[src/rtl/stage_sequencer.sv]
// rtl/stage_sequencer.sv - multicycle fetch/decode/exec/mem/wb stage controller
//
// Purpose:
//   Steps one instruction at a time through FETCH -> DECODE -> EXEC -> MEM -> WB.
//   Each stage receives a one-cycle *_en pulse on its first cycle. The controller
//   then waits for that stage's *_done pulse. MEM and WB are skipped according to
//   the opcode. A per-stage watchdog traps to ERROR if a stage never answers.
//
// Optional feature macro: SEQ_PERF_EN
//   When defined, stall_cycles counts the MEM cycles spent waiting for mem_done.
//   When undefined, stall_cycles is tied to zero.
//
// Ports:
//   clk, rst                  clock; asynchronous active-high reset
//   start, stop               level requests: leave IDLE / return to IDLE at retire
//   opcode[5:0]               exec command; sampled when EXEC or MEM exits
//   {fetch,decode,exec,mem,wb}_done  stage completion pulses
//   {fetch,decode,exec,mem,wb}_en    stage start pulses (registered)
//   state[2:0]                IDLE=0 FETCH=1 DECODE=2 EXEC=3 MEM=4 WB=5 ERROR=7
//   busy, error               busy = active stage; error is sticky until rst
//   icount[ICNT_W-1:0]        retired instruction count (wraps)
//   stall_cycles[31:0]        MEM wait-cycle counter (SEQ_PERF_EN only)

module stage_sequencer #(
    parameter int TIMEOUT_CYCLES = 1023,
    parameter int ICNT_W         = 32
) (
    input  logic              clk,
    input  logic              rst,
    input  logic              start,
    input  logic              stop,
    input  logic [5:0]        opcode,
    input  logic              fetch_done,
    input  logic              decode_done,
    input  logic              exec_done,
    input  logic              mem_done,
    input  logic              wb_done,
    output logic              fetch_en,
    output logic              decode_en,
    output logic              exec_en,
    output logic              mem_en,
    output logic              wb_en,
    output logic [2:0]        state,
    output logic              busy,
    output logic              error,
    output logic [ICNT_W-1:0] icount,
    output logic [31:0]       stall_cycles
);

    localparam int              WD_W     = $clog2(TIMEOUT_CYCLES + 1);
    localparam logic [WD_W-1:0] WD_LIMIT = WD_W'(TIMEOUT_CYCLES - 1);

    typedef enum logic [2:0] {
        S_IDLE   = 3'd0,
        S_FETCH  = 3'd1,
        S_DECODE = 3'd2,
        S_EXEC   = 3'd3,
        S_MEM    = 3'd4,
        S_WB     = 3'd5,
        S_ERROR  = 3'd7
    } state_t;

    state_t            state_q, state_d, target;
    logic [4:0]        en_q, en_d;      // {wb, mem, exec, decode, fetch}
    logic              busy_q, busy_d;
    logic              error_q, error_d;
    logic [WD_W-1:0]   wd_q, wd_d;
    logic [ICNT_W-1:0] icount_q, icount_d;

    logic need_mem, need_wb, done_ok, waiting, advance, retire;

    assign need_mem = (opcode[5:4] == 2'b10) | (opcode == 6'b110001) | (opcode == 6'b111001);
    assign need_wb  = !((opcode[5:3] == 3'b101) | (opcode == 6'b000010) |
                        (opcode == 6'b000100)   | (opcode == 6'b000101) |
                        (opcode == 6'b110010));

    assign waiting = (state_q == S_FETCH) || (state_q == S_DECODE) || (state_q == S_EXEC) ||
                     (state_q == S_MEM)   || (state_q == S_WB);

    // Only the active stage's done counts, and never on its own enable cycle:
    // a stage cannot legally finish in the same cycle it was started.
    always_comb begin
        done_ok = 1'b0;
        case (state_q)
            S_FETCH:  done_ok = fetch_done  & ~en_q[0];
            S_DECODE: done_ok = decode_done & ~en_q[1];
            S_EXEC:   done_ok = exec_done   & ~en_q[2];
            S_MEM:    done_ok = mem_done    & ~en_q[3];
            S_WB:     done_ok = wb_done     & ~en_q[4];
            default:  done_ok = 1'b0;
        endcase
    end

    always_comb begin
        target  = state_q;
        advance = 1'b0;
        retire  = 1'b0;
        case (state_q)
            S_IDLE: begin
                if (start) begin
                    advance = 1'b1;
                    target  = S_FETCH;
                end
            end
            S_FETCH: begin
                if (done_ok) begin
                    advance = 1'b1;
                    target  = S_DECODE;
                end
            end
            S_DECODE: begin
                if (done_ok) begin
                    advance = 1'b1;
                    target  = S_EXEC;
                end
            end
            S_EXEC: begin
                if (done_ok) begin
                    advance = 1'b1;
                    if (need_mem)     target = S_MEM;
                    else if (need_wb) target = S_WB;
                    else              retire = 1'b1;
                end
            end
            S_MEM: begin
                if (done_ok) begin
                    advance = 1'b1;
                    if (need_wb) target = S_WB;
                    else         retire = 1'b1;
                end
            end
            S_WB: begin
                if (done_ok) begin
                    advance = 1'b1;
                    retire  = 1'b1;
                end
            end
            default: ;
        endcase

        // Retire goes straight back to FETCH; start is only looked at in IDLE.
        if (retire) target = stop ? S_IDLE : S_FETCH;

        icount_d = retire ? icount_q + 1'b1 : icount_q;

        state_d = state_q;
        wd_d    = wd_q;
        en_d    = 5'b00000;
        if (advance) begin
            state_d = target;
            wd_d    = '0;
            case (target)
                S_FETCH:  en_d = 5'b00001;
                S_DECODE: en_d = 5'b00010;
                S_EXEC:   en_d = 5'b00100;
                S_MEM:    en_d = 5'b01000;
                S_WB:     en_d = 5'b10000;
                default:  en_d = 5'b00000;
            endcase
        end else if (waiting && (wd_q == WD_LIMIT)) begin
            // A done arriving on this same cycle took the advance branch above.
            state_d = S_ERROR;
            wd_d    = '0;
        end else if (waiting) begin
            wd_d = wd_q + 1'b1;
        end

        busy_d  = (state_d == S_FETCH) || (state_d == S_DECODE) || (state_d == S_EXEC) ||
                  (state_d == S_MEM)   || (state_d == S_WB);
        error_d = (state_d == S_ERROR);
    end

    always_ff @(posedge clk or posedge rst) begin
        if (rst) begin
            state_q  <= S_IDLE;
            en_q     <= 5'b00000;
            busy_q   <= 1'b0;
            error_q  <= 1'b0;
            wd_q     <= '0;
            icount_q <= '0;
        end else begin
            state_q  <= state_d;
            en_q     <= en_d;
            busy_q   <= busy_d;
            error_q  <= error_d;
            wd_q     <= wd_d;
            icount_q <= icount_d;
        end
    end

`ifdef SEQ_PERF_EN
    logic [31:0] stall_q;

    // Counts MEM cycles after mem_en in which mem_done is still low; saturating.
    always_ff @(posedge clk or posedge rst) begin
        if (rst) begin
            stall_q <= 32'd0;
        end else if ((state_q == S_MEM) && !en_q[3] && !mem_done && (stall_q != 32'hFFFF_FFFF)) begin
            stall_q <= stall_q + 32'd1;
        end
    end

    assign stall_cycles = stall_q;
`else
    assign stall_cycles = 32'd0;
`endif

    assign fetch_en  = en_q[0];
    assign decode_en = en_q[1];
    assign exec_en   = en_q[2];
    assign mem_en    = en_q[3];
    assign wb_en     = en_q[4];
    assign state     = state_q;
    assign busy      = busy_q;
    assign error     = error_q;
    assign icount    = icount_q;

endmodule

[config.mk]
export PLATFORM = sky130hd
export DESIGN_NAME = stage_sequencer
export DESIGN_NICKNAME = d
export VERILOG_FILES = /design/src/rtl/stage_sequencer.sv
export SDC_FILE = /design/constraint.sdc
export NUM_CORES = 1
export LEC_CHECK = 0
export CORE_AREA = 2 2 58 114
export DETAILED_ROUTE_END_ITERATION = 16
export DIE_AREA = 0 0 60 116
export PLACE_DENSITY = 0.83
export SLEW_MARGIN = 20
export SYNTH_ARGS = -nofsm -noshare
export SYNTH_HDL_FRONTEND = slang
export SYNTH_SLANG_ARGS = --single-unit
[constraint.sdc]
create_clock -name clk -period 5.7 [get_ports clk]
set_input_delay 0.855 -clock clk [delete_from_list [all_inputs] [get_ports clk]]
set_output_delay 0.855 -clock clk [all_outputs]
set_load 0.005 [all_outputs]
==> impl_metrics.tcl, run 1 <==
set metrics [dict create \
    outcome "completed" \
    num-fill-cells 533 \
    synth_area_sq_um 3000 \
    synthArstFlopShare_pct 100 \
    cts_buffers 5 \
    initial_core_util_pct 49.6 \
    cp.arrival_ns 3.52 \
    critical_path_class "input pin to flip-flop" \
    comb_power_share_pct 3.9 \
    period_share_pct 58.7 \
    intPower_uw 555 \
    cts_resized 0 \
    gp_congestion 0.842 \
    firstDrtPassIters 4 \
    seq_power_share_pct 52.8 \
    finalHoldViolations 0 \
    worst_pin_slew_ns 0.893 \
    die_w_um 60 \
    grtUsageTotal_pct 18.9 \
    seq_area_frac_synth_pct 43.3 \
    seqCellArea_sq_um 1300 \
    setup_violations 0 \
    post_drt_wl_per_cell_um 13.7 \
    crit_path_start_kind "input pin" \
    switchingPower_uw 144 \
    grt.overflow.total 0 \
    min_path_type "flip-flop to flip-flop" \
    syn2layout_area_growth_pct 21.5 \
    clk_path_buf_depth 2 \
    maxCapViolCount 0 \
    max_freq_mhz 299 \
    cp_max_fo 8 \
    worstPathRequired_ns 5.87 \
    stdcell_count 453 \
    layout-drive-gt1-share_pct 7.32 \
    synth_ff_type "dfrtp_1" \
    sw_frac_of_total_pct 20.6 \
    grt_pass1_wl_mm 10.2 \
    post_cts_buffers 0 \
    cp-end-kind "flip-flop" \
    clk_pin_slew_worst_paths_ns 0.07 \
    cts_max_level 2 \
    power.clock.fraction_pct 43.3 \
    yosysWarningCount 0 \
    antenna_cells 0 \
    vias_per_cell 5.24 \
    grt_max_degree 53 \
    p_leak_uw 0.00173 \
    syn_area_per_cell_sq_um 9.53 \
    dpl.hpwl_mm 4.67 \
    clock_skew_ns 0.00587 \
    num_io_pins 89 \
    setup_tns_ns 0 \
    clk_latency_ns 0.29 \
    dr_total_vias 2373 \
    multi_input_area_sq_um 1480 \
    num_rows 40 \
    drt-total-wl_mm 6.20 \
    synth_cell_types 55 \
    fin_crit_ns 3.35 \
    powerDensity_nw_per_um2 192 \
    cts_root_buf "clkbuf_16" \
    drt-initial-drc-count 71 \
    synth_edf_count 0 \
    dp_cells 445 \
    cts.hold.buffers_added 0 \
    final_util_pct 60.2 \
    rsz0062_at_grt "no" \
    syn-instance-count 315 \
    layout.nets 386 \
    die_area_sq_um 6960 \
    ys_ff_latch 52 \
    antenna_found_initial 0 \
    slew-limit-headroom_pct 40.4 \
    grt_pass1_vias 2343 \
    portBuffers 56 \
    cts.sinks 52 \
    cts_tree "built" \
    maxSlewViolCount 0 \
    drc_errors 0 \
    die_h_um 116 \
    core_sq_um 6060 \
    ir_drop_v 0.000133 \
    ant_nets 0 \
]
## kinds of logic (layout without fill, tap and decap cells)
group	after synthesis	after routing	synth area share (%)
simple gates	129	129	23.2
fa+ha+maj	3	3	1.25
xor+xnor	36	36	11.0
other cells	1	32	0.125
compound gates	39	39	9.25
flops	52	52	43.3
mux	2	2	0.750
buf+inv	53	76	11.1
## cells in the final DEF (no fill, tap or decap), types with 2 or more instances in the layout
cell type and count:
a21o_1 2, a21oi_1 11, a311oi_1 2, and2_1 2
and3_1 8, and3b_1 2, and4_1 2, clkbuf_16 5
clkdlybuf4s50_1 56, conb_1 32, dfrtp_1 52, ha_1 3
inv_1 11, mux2_2 2, nand2_1 31, nand3_1 12
nand4_1 7, nor2_1 24, nor2_2 5, nor2_4 2
nor2b_1 6, nor3_1 11, nor3b_1 2, nor4b_1 2
o2111ai_1 2, o211a_1 2, o21ai_0 8, or3_1 3
xnor2_1 16, xor2_1 18, xor2_2 2
## critical path: stages
cell,delay (ns)
clkdlybuf4s50_1,0.51
and4bb_1,0.23
a311oi_1,0.43
a21boi_1,0.16
o221ai_1,0.57
or4_1,0.53
nor2_2,0.07
xor2_1,0.16
## flip-flops by register name (all words and copies together) (netlist names)
signal,cells
icount,32
wd_q,10
en_q,5
state,3
busy,1
error,1
## cells in the mapped netlist (2+ instances only)
cell        n  area, sq um
dfrtp_1    52         1300
buf_4      33          248
nand2_1    31          116
nor2_1     24         90.1
xor2_1     18          158
xnor2_1    16          140
inv_1      12         45.0
nand3_1    12         60.1
a21oi_1    11         55.1
nor3_1     11         55.1
and3_1      8         50.1
o21ai_0     8         40.0
nand4_1     7         43.8
nor2b_1     6         37.5
nor2_2      5         31.3
clkbuf_1    4         15.0
buf_2       3         15.0
ha_1        3         37.5
or3_1       3         18.8
a21o_1      2         15.0
a311oi_1    2         17.5
and2_1      2         12.5
and3b_1     2         17.5
and4_1      2         17.5
mux2_2      2         22.5
nor2_4      2         22.5
nor3b_1     2         15.0
nor4b_1     2         17.5
o2111ai_1   2         17.5
o211a_1     2         20.0
xor2_2      2         32.5
## path summary, 6_finish.rpt
check / end / depth (start not counted) / startpoint / slack [ns]
worst max-delay path: icount[21]$_DFFE_PP0P_ / 8 / opcode[2] / 2.35
worst min-delay path: icount[19]$_DFFE_PP0P_ / 1 / icount[19]$_DFFE_PP0P_ / 0.49
worst max register to register: icount[21]$_DFFE_PP0P_ / 7 / state[0]$_DFF_PP0_ / 2.64
worst min register to register: icount[19]$_DFFE_PP0P_ / 1 / icount[19]$_DFFE_PP0P_ / 0.49
max in group asynchronous: wd_q[5]$_DFFE_PP0P_ / 2 / rst / 4.11
min in group asynchronous: icount[28]$_DFFE_PP0P_ / 2 / rst / 1.07
## area by class of cell
cell class              instances  area share [%]
clock inverters                 1           0.206
multi-input cells             241            40.7
clock buffers                   7            3.91
well taps                      84            2.88
flip-flops and latches         52            35.7
inverters                      12            1.27
repair buffers                 56            15.4
## metal layers
metal | track usage, % | wire length (um) | vias up
li1 | - | - | 1112
met1 | 21.7 | 2370 | 1158
met2 | 33.2 | 3400 | 82
met3 | 2.12 | 222 | 21
met4 | 9.78 | 204 | 0
met5 | 0 | 0 | -
## per-stage QoR
stage / total power [uW] / hold slack, ns / setup slack, ns / instance area (sq um)
floorplan: 405 / 0.477 / 3.10 / 3120
global placement: 403 / 0.473 / 2.15 / 3500
detailed placement: 403 / 0.480 / 2.06 / 3500
CTS: 705 / 0.500 / 2.37 / 3650
global route: 723 / 0.518 / 2.12 / 3650
finish: 699 / 0.494 / 2.35 / 3650
## power by group through the flow
stage,Clock (uW),Sequential (uW),Combinational (uW)
finish,302,369,27.4
global route,322,369,31.6
CTS,309,369,27.5
detailed placement,0,376,27.4
global placement,0,376,27.2
floorplan,0,376,29.4
Note: power is estimated with default switching activity, not from simulation.
==> inputs of run 2 (changes only) <==
Settings changed: CORE_AREA 2 2 58 114 to 2 2 63 124, DIE_AREA 0 0 60 116 to 0 0 65 126, PLACE_DENSITY 0.83 to 0.74.
Clock period 5.7 ns to 2.8 ns, I/O delays scaled along.
==> run 2 against run 1 <==
  * Non-clock buffer count is 12 higher
  * Cell area increased by 3.6%
  * Power is 120% higher
  * Register-to-register slack worse by 2.3 ns
  * Hold slack lost 0.0017 ns
  * Via count down 0.93%
  * Global-route usage decreased by 2.6 points
  * Sequential cell count unchanged
  * Setup slack worse by 2.0 ns
  * Critical path type unchanged
  * Largest cell class unchanged
  * Highest routed layer unchanged
==> impl_metrics.tcl, run 2 (synthesis results as in run 1) <==
set metrics [dict create \
    powerDensity_nw_per_um2 408 \
    grt_pass1_wl_mm 10.5 \
    die_area_sq_um 8190 \
    clk_latency_ns 0.29 \
    grt_max_degree 53 \
    gp_congestion 0.909 \
    cp.arrival_ns 2.69 \
    num_rows 44 \
    die_w_um 65 \
    layout.nets 398 \
    portBuffers 56 \
    dr_total_vias 2351 \
    p_total_uw 1540 \
    path_cells "clkdlybuf4s50_1, and4bb_1, a311oi_1, a21boi_1, o22a_1, o41ai_2, buf_4, nor2b_1" \
    dpl.hpwl_mm 4.87 \
    antenna_cells 0 \
    whs_ns 0.492 \
    post_cts_buffers 0 \
    crit_path_start_kind "input pin" \
    drt-total-wl_mm 6.42 \
    grt.overflow.total 0 \
    cp-end-kind "flip-flop" \
    min_path_type "flip-flop to flip-flop" \
    ir_drop_v 0.000463 \
    clk_path_buf_depth 2 \
    cts.hold.buffers_added 0 \
    worst_pin_slew_ns 0.648 \
    cts.sinks 52 \
    maxCapViolCount 0 \
    layout-drive-gt1-share_pct 10.5 \
    antenna_found_initial 0 \
    vias_per_cell 4.97 \
    slowest_delay_ns 0.50 \
    setup_violations 0 \
    crit_family "compound AO/OA/AOI/OAI gates" \
    cts_root_buf "clkbuf_16" \
    setup_tns_ns 0 \
    clk_pin_slew_worst_paths_ns 0.07 \
    period_share_pct 88.5 \
    grt_pass1_vias 2266 \
    drt-initial-drc-count 85 \
    maxSlewViolCount 0 \
    largest_register_ffs 32 \
    core_sq_um 7210 \
    cts_max_level 2 \
    num_io_pins 89 \
    initial_core_util_pct 41.6 \
    clock_skew_ns 0.00448 \
    cts_resized 0 \
    firstDrtPassIters 4 \
    outcome "completed" \
    slew-limit-headroom_pct 56.8 \
    finalHoldViolations 0 \
    final_common_cell "clkdlybuf4s50_1" \
    p_leak_uw 0.00180 \
    post_drt_wl_per_cell_um 13.6 \
    critical_path_class "input pin to flip-flop" \
    drc_errors 0 \
    cp_num_buf_inv 2 \
    max_freq_mhz 403 \
    ant_nets 0 \
    final_cell_mix "clkdlybuf4s50_1 (56), dfrtp_1 (52), conb_1 (32)" \
    fin_crit_ns 2.48 \
    cp_max_fo 6 \
    cts_buffers 5 \
    cts_tree "built" \
    grtUsageTotal_pct 16.2 \
    worstPathRequired_ns 3.01 \
    syn2layout_area_growth_pct 25.8 \
    rsz0062_at_grt "no" \
    slowest_stage "clkdlybuf4s50_1" \
    die_h_um 126 \
]
run 2: cell types whose count changed in the layout (fill, tap and decap cells not counted):
cell / previous run / this run
inv_2: 0 / 1
clkbuf_1: 1 / 0
buf_4: 0 / 12
clkinvlp_4: 1 / 0
bufinv_16: 0 / 1
clkbuf_8: 1 / 2
clkinv_2: 1 / 0
run 2: path summary, 6_finish.rpt:
check / from / to / slack [ns] / depth (start not counted)
max: opcode[2] / en_q[3]$_DFF_PP0_ / 0.32 / 8
min: icount[23]$_DFFE_PP0P_ / icount[23]$_DFFE_PP0P_ / 0.49 / 1
max reg2reg: state[1]$_DFF_PP0_ / icount[14]$_DFFE_PP0P_ / 0.33 / 8
min reg2reg: icount[23]$_DFFE_PP0P_ / icount[23]$_DFFE_PP0P_ / 0.49 / 1
max in group asynchronous: rst / icount[26]$_DFFE_PP0P_ / 1.75 / 3
min in group asynchronous: rst / icount[14]$_DFFE_PP0P_ / 0.63 / 3
run 2: per-stage QoR:
stage,instance area (sq um),utilization [%],setup slack (ns),instances
after floorplan,3120,-,0.577,346
after global placement,3600,49.9,0.0599,465
after detailed placement,3600,49.9,0.0127,465
after CTS,3780,52.4,0.303,473
after global routing,3780,52.4,0.103,473
final,3780,52.4,0.321,473
run 2: routing by layer:
layer / up-vias / wire length, um / GRT usage (%)
met1: 1125 / 2430 / 17.1
met5: - / 0 / 0
li1: 1142 / - / -
met3: 13 / 287 / 2.32
met2: 71 / 3530 / 30.4
met4: 0 / 164 / 7.76
run 2: layout make-up:
type	instances	area (sq um)
fill	687	3430
multi-input combinational	241	1480
sequential	52	1300
timing repair buffer	68	651
clock buffer	7	153
tap	92	115
inverter	12	45.0
clock inverter	1	30.0
run 2: worst register-to-register path, cell delays in order (launching register included):
cell and delay (ns):
dfrtp_1 0.56, nor2b_1 0.35, nand3_1 0.14, nand3_1 0.18, o221ai_1 0.20, buf_4 0.21
or2_2 0.37, nor3_1 0.23, xor2_1 0.18
run 2: report_power, final:
| group | internal, uW | total (uW) | switching [uW] |
|---|---|---|---|
| clock | 471 | 732 | 262 |
| sequential | 751 | 751 | 0 |
| combinational | 23.0 | 57.1 | 34.0 |
==> inputs of run 3 (changes only) <==
Settings changed: CTS_CLUSTER_DIAMETER set to 200.
==> results of run 3 <==
Same layout as run 2: the final DEF is identical, and so are final timing and power.
